`src/rtl/matrix_rx_loader.sv`:
```
// matrix_rx_loader
//   Parses a UART byte stream into the matrix multiplier's operand buffers.
//   The stream is a size byte N, then N*N elements of A, then N*N elements of B,
//   both row-major. After the last B element it pulses mm_start and then waits
//   for mm_done. A load is abandoned on a bad size byte or when the gap between
//   bytes grows too long.
//
// Ports
//   clk       system clock
//   rst       asynchronous reset, active-high
//   rx_data   received byte
//   rx_valid  one-cycle strobe qualifying rx_data
//   mm_done   one-cycle pulse, multiplier finished
//   a_we      A buffer write enable (one cycle per element)
//   b_we      B buffer write enable (one cycle per element)
//   wr_addr   buffer address, row*MAX_N + col
//   wr_data   element value
//   mat_n     latched matrix dimension N
//   mm_start  one-cycle start pulse to the multiplier
//   busy      high whenever a load or multiply is in progress
//   err       one-cycle pulse: bad size, timeout, or byte received while waiting
module matrix_rx_loader #(
  parameter int unsigned MAX_N       = 4,
  parameter int unsigned DW          = 8,
  parameter int unsigned AW          = 4,
  parameter int unsigned NW          = 3,
  parameter int unsigned TIMEOUT_CYC = 2000000
) (
  input  logic          clk,
  input  logic          rst,
  input  logic [DW-1:0] rx_data,
  input  logic          rx_valid,
  input  logic          mm_done,
  output logic          a_we,
  output logic          b_we,
  output logic [AW-1:0] wr_addr,
  output logic [DW-1:0] wr_data,
  output logic [NW-1:0] mat_n,
  output logic          mm_start,
  output logic          busy,
  output logic          err
);

  localparam int unsigned TW = $clog2(TIMEOUT_CYC + 1);

  typedef enum logic [2:0] {
    StIdle,
    StLoadA,
    StLoadB,
    StStart,
    StWaitMm
  } state_e;

  state_e        state_q, state_d;
  logic [NW-1:0] row_q, row_d;
  logic [NW-1:0] col_q, col_d;
  logic [TW-1:0] tcnt_q, tcnt_d;
  logic          a_we_q, a_we_d;
  logic          b_we_q, b_we_d;
  logic [AW-1:0] wr_addr_q, wr_addr_d;
  logic [DW-1:0] wr_data_q, wr_data_d;
  logic [NW-1:0] mat_n_q, mat_n_d;
  logic          mm_start_q, mm_start_d;
  logic          err_q, err_d;

  logic          size_ok;
  logic          last_col;
  logic          last_row;
  logic [AW-1:0] elem_addr;
  logic [TW-1:0] tcnt_inc;
  logic          timeout;

  assign size_ok   = (rx_data != '0) && (rx_data <= DW'(MAX_N));
  assign last_col  = (col_q == NW'(mat_n_q - NW'(1)));
  assign last_row  = (row_q == NW'(mat_n_q - NW'(1)));
  assign elem_addr = AW'(AW'(row_q) * AW'(MAX_N) + AW'(col_q));
  assign tcnt_inc  = TW'(tcnt_q + TW'(1));
  // Fires on the edge where the idle count would reach TIMEOUT_CYC-1.
  assign timeout   = (tcnt_inc == TW'(TIMEOUT_CYC - 1));

  always_comb begin
    state_d    = state_q;
    row_d      = row_q;
    col_d      = col_q;
    tcnt_d     = tcnt_q;
    a_we_d     = 1'b0;
    b_we_d     = 1'b0;
    wr_addr_d  = wr_addr_q;
    wr_data_d  = wr_data_q;
    mat_n_d    = mat_n_q;
    mm_start_d = 1'b0;
    err_d      = 1'b0;

    case (state_q)
      StIdle: begin
        tcnt_d = '0;
        if (rx_valid) begin
          if (size_ok) begin
            mat_n_d = rx_data[NW-1:0];
            row_d   = '0;
            col_d   = '0;
            state_d = StLoadA;
          end else begin
            err_d = 1'b1;
          end
        end
      end

      StLoadA, StLoadB: begin
        // A byte arriving on the timeout edge takes priority.
        if (rx_valid) begin
          tcnt_d    = '0;
          wr_data_d = rx_data;
          wr_addr_d = elem_addr;
          a_we_d    = (state_q == StLoadA);
          b_we_d    = (state_q == StLoadB);
          if (last_col) begin
            col_d = '0;
            if (last_row) begin
              row_d   = '0;
              state_d = (state_q == StLoadA) ? StLoadB : StStart;
            end else begin
              row_d = NW'(row_q + NW'(1));
            end
          end else begin
            col_d = NW'(col_q + NW'(1));
          end
        end else if (timeout) begin
          err_d   = 1'b1;
          tcnt_d  = '0;
          state_d = StIdle;
        end else begin
          tcnt_d = tcnt_inc;
        end
      end

      // Registered pulse lands one cycle after the final b_we.
      StStart: begin
        tcnt_d     = '0;
        mm_start_d = 1'b1;
        state_d    = StWaitMm;
      end

      StWaitMm: begin
        if (rx_valid) begin
          err_d = 1'b1;
        end
        if (mm_done) begin
          state_d = StIdle;
        end
      end

      default: begin
        state_d = StIdle;
      end
    endcase
  end

  always_ff @(posedge clk or posedge rst) begin
    if (rst) begin
      state_q    <= StIdle;
      row_q      <= '0;
      col_q      <= '0;
      tcnt_q     <= '0;
      a_we_q     <= 1'b0;
      b_we_q     <= 1'b0;
      wr_addr_q  <= '0;
      wr_data_q  <= '0;
      mat_n_q    <= '0;
      mm_start_q <= 1'b0;
      err_q      <= 1'b0;
    end else begin
      state_q    <= state_d;
      row_q      <= row_d;
      col_q      <= col_d;
      tcnt_q     <= tcnt_d;
      a_we_q     <= a_we_d;
      b_we_q     <= b_we_d;
      wr_addr_q  <= wr_addr_d;
      wr_data_q  <= wr_data_d;
      mat_n_q    <= mat_n_d;
      mm_start_q <= mm_start_d;
      err_q      <= err_d;
    end
  end

  assign a_we     = a_we_q;
  assign b_we     = b_we_q;
  assign wr_addr  = wr_addr_q;
  assign wr_data  = wr_data_q;
  assign mat_n    = mat_n_q;
  assign mm_start = mm_start_q;
  assign err      = err_q;
  assign busy     = (state_q != StIdle);

endmodule

```
`config.mk`:
```
export PLATFORM = sky130hd
export DESIGN_NAME = matrix_rx_loader
export DESIGN_NICKNAME = d
export VERILOG_FILES = /design/src/rtl/matrix_rx_loader.sv
export SDC_FILE = /design/constraint.sdc
export NUM_CORES = 1
export LEC_CHECK = 0
export CORE_MARGIN = 5
export CORE_UTILIZATION = 55
export CTS_CLUSTER_DIAMETER = 150
export DETAILED_ROUTE_END_ITERATION = 7
export PLACE_DENSITY = 0.86
export SLEW_MARGIN = 20
export SYNTH_ARGS = -nofsm -noshare
export SYNTH_HDL_FRONTEND = slang
export SYNTH_SLANG_ARGS = --single-unit
```
`constraint.sdc`:
```
create_clock -name clk -period 5.1 [get_ports clk]
set_clock_uncertainty 0.15 [all_clocks]
set_input_delay 1.02 -clock clk [delete_from_list [all_inputs] [get_ports clk]]
set_output_delay 1.02 -clock clk [all_outputs]
set_load 0.005 [all_outputs]
```
Word-level counts from Yosys, hierarchy flattened
Index checks and enable logic that the tools add are counted.

cells by class
  equality and inequality tests = 15
  $lt $le $gt $ge = 1
  add/sub/neg operators = 5
  mux-type cells = 32
  reductions and logical operators = 13

operators by type and width
  operator                                              count
  2-to-1 mux 21 bit                                     2
  2-to-1 mux 3 bit                                      14
  case mux 21 bit (2 select lines)                      1
  adder 21 x 1 -> 21 bit (second input constant)        1
  equality test 21 bit (second input constant)          1
  case mux 3 bit (2 select lines)                       2
  case mux 3 bit (4 select lines)                       1
  2-to-1 mux 1 bit                                      11
  != test 2 bit (second input constant)                 5
  != test 3 bit (second input constant)                 3
  <= comparator 8 x 3 -> 1 bit (second input constant)  1
  nonzero test 8 bit                                    1
  adder 3 x 1 -> 3 bit (second input constant)          2
  equality test 3 x 2 -> 1 bit (second input constant)  2
  equality test 3 bit                                   2
  AND reduction 6 bit                                   1
  AND reduction 5 bit                                   1
  adder 4 x 3 -> 4 bit                                  1
  AND reduction 4 bit                                   1
  nonzero test 2 bit                                    2
  OR reduction 2 bit                                    2
  equality test 3 x 1 -> 1 bit (second input constant)  1
  equality test 3 bit (second input constant)           1
  zero test 3 bit                                       1
  6 further kinds                                       6

word-level totals
  output and inout bits = 20
  bits of input ports = 12
  register bits = 49
  logic and storage cells = 77

Longest topological paths before layout
  depth after elaboration = 6
  depth in mapped cells = 11

Worst setup path after synthesis
No wires, ideal clock.

  path kind = input port to flip-flop
  start point = input rx_data[3]
  end point = register mat_n_q[2] (netlist: mat_n[2])
  required time = 4.825 ns
  arrival = 2.784 ns
  slack = 2.041 ns
  stages = 4
  path through = or4_1 nor3_1 nor4b_1 mux2_2

between the ends
  longest elaborated chain between the ends = 3
  elaborated cells between the ends (all ways) = 4

ends and longest elaborated chain
  item                                                                       RTL line  source
  start: declaration                                                         31        input logic [DW-1:0] rx_data,
  <= comparator 8 x 3 -> 1 bit / nonzero test 8 bit (equally long branches)  73        assign size_ok = (rx_data != '0) && (rx_data <= DW'(MAX_N));
  logical AND 1 bit *                                                        73
  AND reduction 3 bit (no source line) *                                     -
  end signal: assignment                                                     181       mat_n_q <= mat_n_d;
  end: declaration                                                           62        logic [NW-1:0] mat_n_q, mat_n_d;

Mark *: on every way between the ends. The rest lies on a longest branch, timed or not.
A chain may end at the register's enable or synchronous reset.

Final worst setup path
Same ends and word-level chain as after synthesis.

==> impl_metrics.py <==
metrics = {
    "outcome": {
        "status": "complete, no violations",
    },
    "yosys": {
        "netlist_area_um2": 2800,
        "synth.distinct_cells": 53,
        "ys_seq_area_share_pct": 43.8,
        "synthArstFlopShare_pct": 100,
        "synthTopCellsByArea": "dfrtp_1, mux2_2, nand2_1",
        "synth_ff_type": "dfrtp_1",
        "ys_warn_count": 0,
        "synth_cells": 304,
        "yosys.area.top_type": "dfrtp_1",
        "synthTopCellsByCount": "dfrtp_1, nand2_1, o21ai_0",
        "synth_edf_count": 0,
        "synth_nets": 322,
        "yosys.area.top_type_share_pct": 43.8,
        "yosysMostFrequentCell": "dfrtp_1",
        "syn_avg_cell_area_um2": 9.22,
        "synth-seq-cells": 49,
    },
    "hold_path": {
        "hold_path_class": "register to register",
    },
    "finish": {
        "nets": 344,
        "n_fill_cell": 403,
        "syn_to_final_growth_pct": 16.5,
        "diodes": 0,
        "layout-drive-gt1-share_pct": 9.17,
    },
    "sta": {
        "min_period_over_period_pct": 68.6,
        "whs_ns": 0.365,
        "finalHoldViolCount": 0,
        "period_minus_slack_ns": 3.50,
        "tns_ns": 0,
        "tightest_slew_ns": 0.816,
        "final_max_slew_viol_count": 0,
        "max_clock_freq_ghz": 0.286,
        "rsz0062_at_grt": "no",
        "slew_headroom_pct": 45.5,
        "finalSetupViolCount": 0,
    },
    "clock_network": {
        "post-cts-setup-buffer-count": 0,
        "numClockSinks": 49,
        "clock_latency_ns": 0.31,
        "cts_resized": 0,
        "clockBufferDepth": 2,
        "cts_hold_buf": 0,
        "tritoncts": "built",
        "clk_transition_reported_paths_ns": 0.10,
        "root_buffer": "clkbuf_8",
        "htreeDepth": 2,
        "cts_buffers": 5,
    },
    "global_route": {
        "grt_antenna_before_repair": 0,
        "grt-ovfl-total": 0,
        "grt_max_degree": 50,
        "grt_pass1_vias": 2236,
        "grt_pass1_wl_um": 10600,
        "track_usage_pct": 20.3,
    },
    "worst_setup_path": {
        "worstSetupPathType": "primary input to register",
        "worstSetupStartpointType": "primary input",
        "cp_data_required_time_ns": 5.15,
        "crit_fanout": 5,
        "cp.arrival_ns": 3.55,
        "crit-reg2reg-capture": "tcnt_q[19]",
        "worstSetupEndpoint": "mat_n[2]",
        "reg2reg_slack_ns": 1.76,
        "reg2reg_depth": 8,
        "end_kind": "register",
        "r2r_start": "tcnt_q[0]",
        "startpoint": "rx_data[3]",
    },
    "placed_design": {
        "portBuffers": 31,
        "post-dp-hpwl_um": 4220,
        "gp_congestion": 0.880,
    },
    "drt": {
        "ant_nets": 0,
        "drc_errors": 0,
        "initialDrtViolationCount": 235,
        "dr.pass1.iters": 4,
        "wl_met2_um": 2900,
        "wl_met3_um": 356,
        "via_per_inst": 5.99,
        "drt-total-wl_um": 6100,
        "routedWlPerCell_um": 15.4,
        "num_vias": 2378,
        "top_layer": "met4",
        "wl_met1_um": 2760,
    },
    "power": {
        "vdd_ir_drop_max_v": 0.000300,
        "powerDensity_nw_per_um2": 430,
        "total_leakage_power_nw": 1.31,
    },
    "floorplanning": {
        "core_area_um2": 5040,
        "start_util_pct": 55.6,
        "die-area_um2": 6620,
        "die_h_um": 81.4,
        "fp-row-count": 26,
        "io_pins": 32,
        "die_w_um": 81.4,
    },
    "flow_run": {
        "maxCapViolations": 0,
    },
}
[flip-flops by register name (all words and copies together), names as in the netlist]
| register | flops |
|---|---|
| mat_n | 3 |
| mm_start | 1 |
| col_q | 3 |
| state_q | 3 |
| tcnt_q | 21 |
| a_we | 1 |
| wr_data | 8 |
| err | 1 |
| b_we | 1 |
| wr_addr | 4 |
| row_q | 3 |
[routing by layer]
layer / global-route usage (%) / vias up
met3: 3.88 / 8
met5: 0 / -
met1: 27.8 / 1151
met4: 6.59 / 0
met2: 32.2 / 75
li1: - / 1144
[critical path, stage by stage]
cell and delay, ns:
clkdlybuf4s50_1 0.41, or4_1 0.53, nor3_1 0.52, nor4b_1 0.66
mux2_2 0.42
[stage by stage]
step | util (%) | area, um2 | cells | power [mW] | setup WS [ns]
floorplan | - | 2800 | 304 | 0.845 | 2.04
global placement | 61.9 | 3120 | 389 | 1.05 | 1.49
detailed placement | 61.9 | 3120 | 389 | 1.07 | 1.33
CTS | 64.6 | 3260 | 397 | 1.41 | 1.62
global route | 64.7 | 3260 | 397 | 1.49 | 1.39
finish | 64.7 | 3260 | 397 | 1.40 | 1.60
[layout by cell type (no fill, tap or decap), types with 2 or more instances in the layout]
cell type / count
xnor2_1: 13
a21oi_1: 7
nand2b_1: 3
o31ai_1: 7
nand3_1: 17
nand2_1: 36
dfrtp_1: 49
nor2_1: 16
clkbuf_8: 5
and4_1: 2
or2_2: 2
nor3_1: 15
mux2_2: 13
o21ai_0: 21
nand4_1: 5
a32o_1: 3
or3_1: 4
buf_4: 2
ha_1: 6
bufinv_16: 2
nor4b_1: 3
nor2b_1: 2
a31oi_1: 7
xor2_1: 2
inv_1: 10
and3_1: 5
o22ai_1: 2
clkdlybuf4s50_1: 31
and2_1: 3
nor3b_1: 3
or4_1: 3
o211ai_1: 5
[power by group]
| group | internal [mW] | total, mW | switching [mW] |
|---|---|---|---|
| Sequential | 0.471 | 0.543 | 0.0723 |
| Combinational | 0.273 | 0.524 | 0.251 |
| Clock | 0.197 | 0.335 | 0.138 |
| Total | 0.941 | 1.40 | 0.461 |
[cell families after synthesis]
| logic type | count (synthesis) | synth area share [%] |
|---|---|---|
| compound gates | 61 | 14.0 |
| flops | 49 | 43.8 |
| fa+ha+maj | 6 | 2.68 |
| xor+xnor | 15 | 4.69 |
| simple gates | 129 | 24.1 |
| mux | 15 | 5.98 |
| buf+inv | 29 | 4.78 |
[layout make-up]
cell class / count / area, um2 / share of cell area (%)
multi-input combinational: 226 / 1440 / 44.2
clock buffer: 5 / 68.8 / 2.11
tap: 70 / 87.6 / 2.68
sequential: 49 / 1230 / 37.6
inverter: 11 / 42.5 / 1.30
clock inverter: 3 / 68.8 / 2.11
timing repair buffer: 33 / 325 / 9.97
[worst min path at each step]
| stage | from | endpoint | cells after the start |
|---|---|---|---|
| after global routing | wr_data[3] | wr_data[3] | 1 |
| after detailed placement | wr_data[7] | wr_data[7] | 1 |
| after CTS | wr_data[7] | wr_data[7] | 1 |
| after floorplan | col_q[2] | col_q[2] | 1 |
| after global placement | wr_data[2] | wr_data[2] | 1 |
| final | wr_data[2] | wr_data[2] | 1 |
(Power assumes the default switching activity.)
